**src/rtl/alu_word_sequencer.sv**
```systemverilog
// Drives a WIDTH-bit combinational ALU one word per cycle to execute an
// operation on WIDTH*WORDS-bit operands, assembling the wide result and NZCV.
module alu_word_sequencer #(
    parameter int WIDTH = 3,
    parameter int WORDS = 4
) (
    input  logic                     clk,
    input  logic                     reset,
    input  logic                     start,
    input  logic [2:0]               op,
    input  logic [WIDTH*WORDS-1:0]   opa,
    input  logic [WIDTH*WORDS-1:0]   opb,
    output logic [WIDTH-1:0]         alu_a,
    output logic [WIDTH-1:0]         alu_b,
    output logic [2:0]               alu_control,
    output logic                     alu_carryin,
    input  logic [WIDTH-1:0]         alu_result,
    input  logic                     alu_n,
    input  logic                     alu_z,
    input  logic                     alu_c,
    input  logic                     alu_v,
    output logic                     busy,
    output logic                     done,
    output logic                     err,
    output logic [WIDTH*WORDS-1:0]   res,
    output logic                     n,
    output logic                     z,
    output logic                     c,
    output logic                     v
);

    localparam int TOTAL = WIDTH * WORDS;
    localparam int IDX_W = (WORDS > 1) ? $clog2(WORDS) : 1;
    localparam logic [IDX_W-1:0] LAST_IDX = IDX_W'(WORDS - 1);

    localparam logic [2:0] OP_ADD = 3'd0;
    localparam logic [2:0] OP_SLL = 3'd1;
    localparam logic [2:0] OP_SRL = 3'd2;
    localparam logic [2:0] OP_SUB = 3'd7;

    typedef enum logic [1:0] {
        IDLE = 2'd0,
        RUN  = 2'd1,
        FIN  = 2'd2
    } state_t;

    state_t               state_q, state_d;
    logic [IDX_W-1:0]     idx_q, idx_d;
    logic [2:0]           op_q, op_d;
    logic [TOTAL-1:0]     opa_q, opa_d;
    logic [TOTAL-1:0]     opb_q, opb_d;
    logic                 carry_q, carry_d;
    logic                 z_acc_q, z_acc_d;
    logic                 err_q, err_d;
    logic [TOTAL-1:0]     res_q, res_d;
    logic                 n_q, n_d;
    logic                 z_q, z_d;
    logic                 c_q, c_d;
    logic                 v_q, v_d;

    logic [WIDTH-1:0]     word_a;
    logic [WIDTH-1:0]     word_b;
    logic                 is_arith;
    logic                 first_word;

    always_comb begin
        state_d     = state_q;
        idx_d       = idx_q;
        op_d        = op_q;
        opa_d       = opa_q;
        opb_d       = opb_q;
        carry_d     = carry_q;
        z_acc_d     = z_acc_q;
        err_d       = err_q;
        res_d       = res_q;
        n_d         = n_q;
        z_d         = z_q;
        c_d         = c_q;
        v_d         = v_q;
        alu_a       = '0;
        alu_b       = '0;
        alu_control = '0;
        alu_carryin = 1'b0;

        word_a     = opa_q[int'(idx_q)*WIDTH +: WIDTH];
        word_b     = opb_q[int'(idx_q)*WIDTH +: WIDTH];
        is_arith   = (op_q == OP_ADD) || (op_q == OP_SUB);
        first_word = (idx_q == '0);

        case (state_q)
            IDLE: begin
                if (start) begin
                    op_d    = op;
                    opa_d   = opa;
                    opb_d   = opb;
                    idx_d   = '0;
                    z_acc_d = 1'b1;
                    carry_d = 1'b0;
                    // Shifts cannot be chained across words here; report and keep res.
                    if ((op == OP_SLL) || (op == OP_SRL)) begin
                        err_d   = 1'b1;
                        state_d = FIN;
                    end else begin
                        err_d   = 1'b0;
                        state_d = RUN;
                    end
                end
            end

            RUN: begin
                alu_a = word_a;
                case (op_q)
                    OP_ADD: begin
                        alu_b       = word_b;
                        alu_carryin = first_word ? 1'b0 : carry_q;
                    end
                    OP_SUB: begin
                        // a - b as a + ~b + 1 so the carry chains like an add
                        alu_b       = ~word_b;
                        alu_carryin = first_word ? 1'b1 : carry_q;
                    end
                    default: begin
                        alu_control = op_q;
                        alu_b       = word_b;
                    end
                endcase

                res_d[int'(idx_q)*WIDTH +: WIDTH] = alu_result;
                carry_d = alu_c;
                z_acc_d = z_acc_q & alu_z;
                idx_d   = idx_q + 1'b1;

                if (idx_q == LAST_IDX) begin
                    state_d = FIN;
                    n_d     = alu_n;
                    z_d     = z_acc_q & alu_z;
                    c_d     = is_arith & alu_c;
                    v_d     = is_arith & alu_v;
                end
            end

            FIN: begin
                state_d = IDLE;
            end

            default: begin
                state_d = IDLE;
            end
        endcase
    end

    always_ff @(posedge clk) begin
        if (reset) begin
            state_q <= IDLE;
            idx_q   <= '0;
            op_q    <= '0;
            opa_q   <= '0;
            opb_q   <= '0;
            carry_q <= 1'b0;
            z_acc_q <= 1'b0;
            err_q   <= 1'b0;
            res_q   <= '0;
            n_q     <= 1'b0;
            z_q     <= 1'b0;
            c_q     <= 1'b0;
            v_q     <= 1'b0;
        end else begin
            state_q <= state_d;
            idx_q   <= idx_d;
            op_q    <= op_d;
            opa_q   <= opa_d;
            opb_q   <= opb_d;
            carry_q <= carry_d;
            z_acc_q <= z_acc_d;
            err_q   <= err_d;
            res_q   <= res_d;
            n_q     <= n_d;
            z_q     <= z_d;
            c_q     <= c_d;
            v_q     <= v_d;
        end
    end

    assign busy = (state_q == RUN);
    assign done = (state_q == FIN);
    assign err  = err_q;
    assign res  = res_q;
    assign n    = n_q;
    assign z    = z_q;
    assign c    = c_q;
    assign v    = v_q;

endmodule

```
**config.mk**
```make
export PLATFORM = sky130hd
export DESIGN_NAME = alu_word_sequencer
export DESIGN_NICKNAME = d
export VERILOG_FILES = /design/src/rtl/alu_word_sequencer.sv
export SDC_FILE = /design/constraint.sdc
export NUM_CORES = 1
export LEC_CHECK = 0
export CORE_UTILIZATION = 47
export DETAILED_ROUTE_END_ITERATION = 7
export GPL_TIMING_DRIVEN = 0
export PLACE_DENSITY = 0.8
export SYNTH_ARGS = -nofsm -noshare
export SYNTH_HDL_FRONTEND = slang
export SYNTH_SLANG_ARGS = --single-unit
export TNS_END_PERCENT = 50
```
**constraint.sdc**
```tcl
create_clock -name clk -period 2.65 [get_ports clk]
set_clock_uncertainty 0.15 [all_clocks]
set_input_delay 0.53 -clock clk [delete_from_list [all_inputs] [get_ports clk]]
set_output_delay 0.53 -clock clk [all_outputs]
set_load 0.05 [all_outputs]
```
==> metrics.md <==
| Metric | Value |
|---|---|
| Status | complete, but fails checks |
| R2R depth | 7 |
| Gpl congestion | 0.8002 |
| Met3 Use GR | under 10% |
| Initial core utilization | just under 50% |
| First-pass GRT wire length | around 9000 µm |
| Deepest clock path buffer count | 2 |
| Final Worst Setup Slack | about 0.081 ns |
| Drt total wl | 5438 µm |
| Fin. max-slew vios | 0 |
| Via Count | 2,117 |
| Yosys top cell by area | dfxtp_1 |
| Synth Flop Type | dfxtp_1 |
| Cts bufs inserted | 5 |
| Path type of the worst min-delay path | register to register |
| Unrepaired setup endpoints after global routing | yes |
| Iteration-0 DRC Markers | 86 |
| Antenna-violating nets left | 0 |
| Vias in the first global route | between 1,500 and 2,000 |
| Clock Sinks | 50 |
| CTS H-tree lvls | 2 |
| Endpoint, Worst Hold | res[3] |
| Worst-margin pin slew | 0.5015 ns |
| Worst r2r src | idx_q[0] |
| Maximum vdd drop | ~0.3 mV |
| Hold WS | between 0.3 and 0.4 ns |
| Max-Slew Margin vs Limit | approximately 66% |
| Failing checks | design-rule violations |
| CP Capture Type | output pin |
| Post-route minimum period | 2.569 ns |
| Final period util | a little over nine tenths |
| Post-synth EDFFs | 0 |
| Top-count cell post-synth | nand2_1 |
| Die Y | about 71 µm |
| Most used cell, CP | buf_6 |
| Post-Place Cell Area | roughly 3000 µm² |
| Hold Path Origin | res[3] |
| Share of cells above drive strength 1 | roughly an eighth |
| Maximum capacitance violations | 0 |
| Setup repair bufs after CTS | 0 |
| Synth Cell Area | around 2200 µm² |
| Row count | 24 |
| Largest fanout on the critical path | 10 |
| Final Hold Violating Endpoints | 0 |
| Synth async-reset ratio | 0% |
| Yosys warning count | 0 |
| Cells after synthesis | 266 |
| Startpoint types | register |
| Critical Path AT | roughly 1.9 ns |
| Sequential share of the synthesized area | 45.35% |
| Flop and latch count out of synthesis | 50 |
| Post-detailed-route via-to-cell ratio | 5.442 |
| Hpwl dp | around 4000 µm |
| Synth top cells by count | 75 x nand2_1, 50 x dfxtp_1, 46 x a21oi_1 |
| Critical Path Slowest Stage Cell | dfxtp_2 |
| Most Crowded Layer GR | met2 |
| CTS tree | yes |
| DRT Pass-1 Iters | 6 |
| Largest cells by area after synthesis | dfxtp_1 45%, nand2_1 13%, a21oi_1 10% |
| Hold path cells | 2 |
| Area growth syn-to-layout | 38.49% |
| Slowest stage delay, CP | approximately 0.37 ns |
| Synth unique cells | 31 |
| Setup violators final | 0 |
| R2r setup slk | around 0.56 ns |
| Grt met1 use | ~28% |
| P per Cell Area | ~550 nW/µm² |
| GR Util All Layers | 23.53% |
| Syn_nets | slightly above 300 |
| Nets@finish | roughly 380 |
| Detailed-route wire length per cell | about 14 µm |
| Fmax | 389.3 MHz |
| Pin count of the biggest net entering global routing | 15 |
| Antenna cells | 0 |
| Die area | 4974 µm² |
| Residual DRC | 11 |
| Pre-CTS WS | -0.5564 ns |
| Width of the die | a little over 70 µm |
| Clock Latency Late Sink | 0.31 ns |
| Initial antenna violation count | 0 |
| Syn avg cell area | between 8 and 9 µm² |
| Area share of the largest cell type after synthesis | ~45% |
| Leakage | 1.124 nW |
| Clk root buf | clkbuf_8 |
| GRT overflow | 0 |
| Post-route cell area | a little over 3000 µm² |
| Reg2Reg Capture Point | res[1] |
| Kind of critical path | register to output pin |
| Cell Chain, Critical Path | buf_6, buf_6, clkinvlp_4, ha_4, a2111oi_4, buf_6 |
| Buffers on Ports | 64 |
| Fill count | ~390 |
| Clock slew at reported path FFs | roughly 0.09 ns |
| Cts hold-fix bufs | 0 |
| GR Layer Usage met2 | 41.10% |
| I/O pin total | between 60 and 70 |
| Worst path required time | roughly 2 ns |
| Core area | 4444 µm² |
[power by group]
group          switching [mW]  internal, mW
sequential             0.0227         0.789
combinational           0.178         0.140
clock                   0.248         0.302
total                   0.449          1.23
[sequential cells by signal, summed over array words and instances, names as in the netlist, 2 cells and up]
register and flops:
res 12, opb_q 12, op_q 3, state_q 2, opa_q 12, idx_q 2
[layer usage]
metal | up-vias | wire length (µm) | part of all wire, %
li1 | 1063 | - | -
met1 | 977 | 2280 | 42
met2 | 71 | 2726 | 50
met3 | 6 | 372 | 6.8
met4 | 0 | 58 | 1.1
met5 | - | 0 | 0
[logic make-up (layout without fill, tap and decap cells)]
logic type / after synthesis / after routing / share of synthesized area (%)
simple gates: 123 / 123 / 26.76
fa+ha+maj: 5 / 5 / 2.834
xor+xnor: 1 / 1 / 0.3969
mux: 6 / 6 / 6.122
flops: 50 / 50 / 45.35
compound gates: 58 / 58 / 14.17
buf+inv: 23 / 94 / 4.365
[worst max path at each step]
stage,startpoint,endpoint,slack [ns],cells past startpoint
6_report,idx_q[0],alu_carryin,0.08,6
5_1_grt,state_q[1],alu_b[0],-0.03,7
4_1_cts,idx_q[0],alu_carryin,-0.01,7
3_5_place_dp,idx_q[0],alu_carryin,-0.56,6
3_3_place_gp,idx_q[0],alu_carryin,-0.53,6
2_1_floorplan,idx_q[0],alu_b[0],-0.19,3
[metrics by stage]
step                std cells  power [mW]  util, %  TNS (ns)
finish                    389       1.681    68.78         0
floorplan                 266       1.013        -   -0.5585
global route              389       1.746    68.78  -0.04894
detailed placement        382       1.137    65.68    -1.835
global placement          382       1.130    65.68    -1.634
CTS                       389       1.678    68.38  -0.01278
[cell type report]
cell class | count | area (µm²) | area share (%)
Multi-Input combinational cell | 193 | 1144 | 37.41
Sequential cell | 50 | 1002 | 32.79
Timing Repair Buffer | 64 | 616.8 | 20.18
Buffer | 20 | 101.3 | 3.316
Clock buffer | 6 | 82.58 | 2.702
Tap cell | 52 | 65.06 | 2.129
Clock inverter | 1 | 30.03 | 0.9824
Inverter | 3 | 15.01 | 0.4912
[placed cells by master (no fill, tap or decap), drive strengths merged, types with 2 or more instances in the layout]
| cell type | n |
|---|---|
| nor2 | 5 |
| and3b | 2 |
| nor2b | 4 |
| o211ai | 2 |
| clkdlybuf4s50 | 53 |
| nor3b | 2 |
| nand4 | 6 |
| buf | 18 |
| and3 | 4 |
| and2 | 3 |
| o21ai | 5 |
| nand2 | 75 |
| nand3 | 11 |
| clkbuf | 18 |
| a21oi | 46 |
| mux4 | 6 |
| nand3b | 4 |
| ha | 5 |
| dfxtp | 50 |
| a32oi | 3 |
| nand2b | 2 |
| inv | 2 |
[worst max-delay path, delay by kind of cell, from the launching register on]
family	cells	cell delay [ns]
AO/OA/AOI/OAI	1	0.33
adder cells (fa/ha/maj)	1	0.20
buffers and inverters	4	0.66
flip-flops	1	0.37
[repair_timing]
item	CTS	global route
hold endpoints to repair	0	0
resized for setup	62	17
endpoints found under the setup margin	11	8
Note: power is estimated with default switching activity, not from simulation.
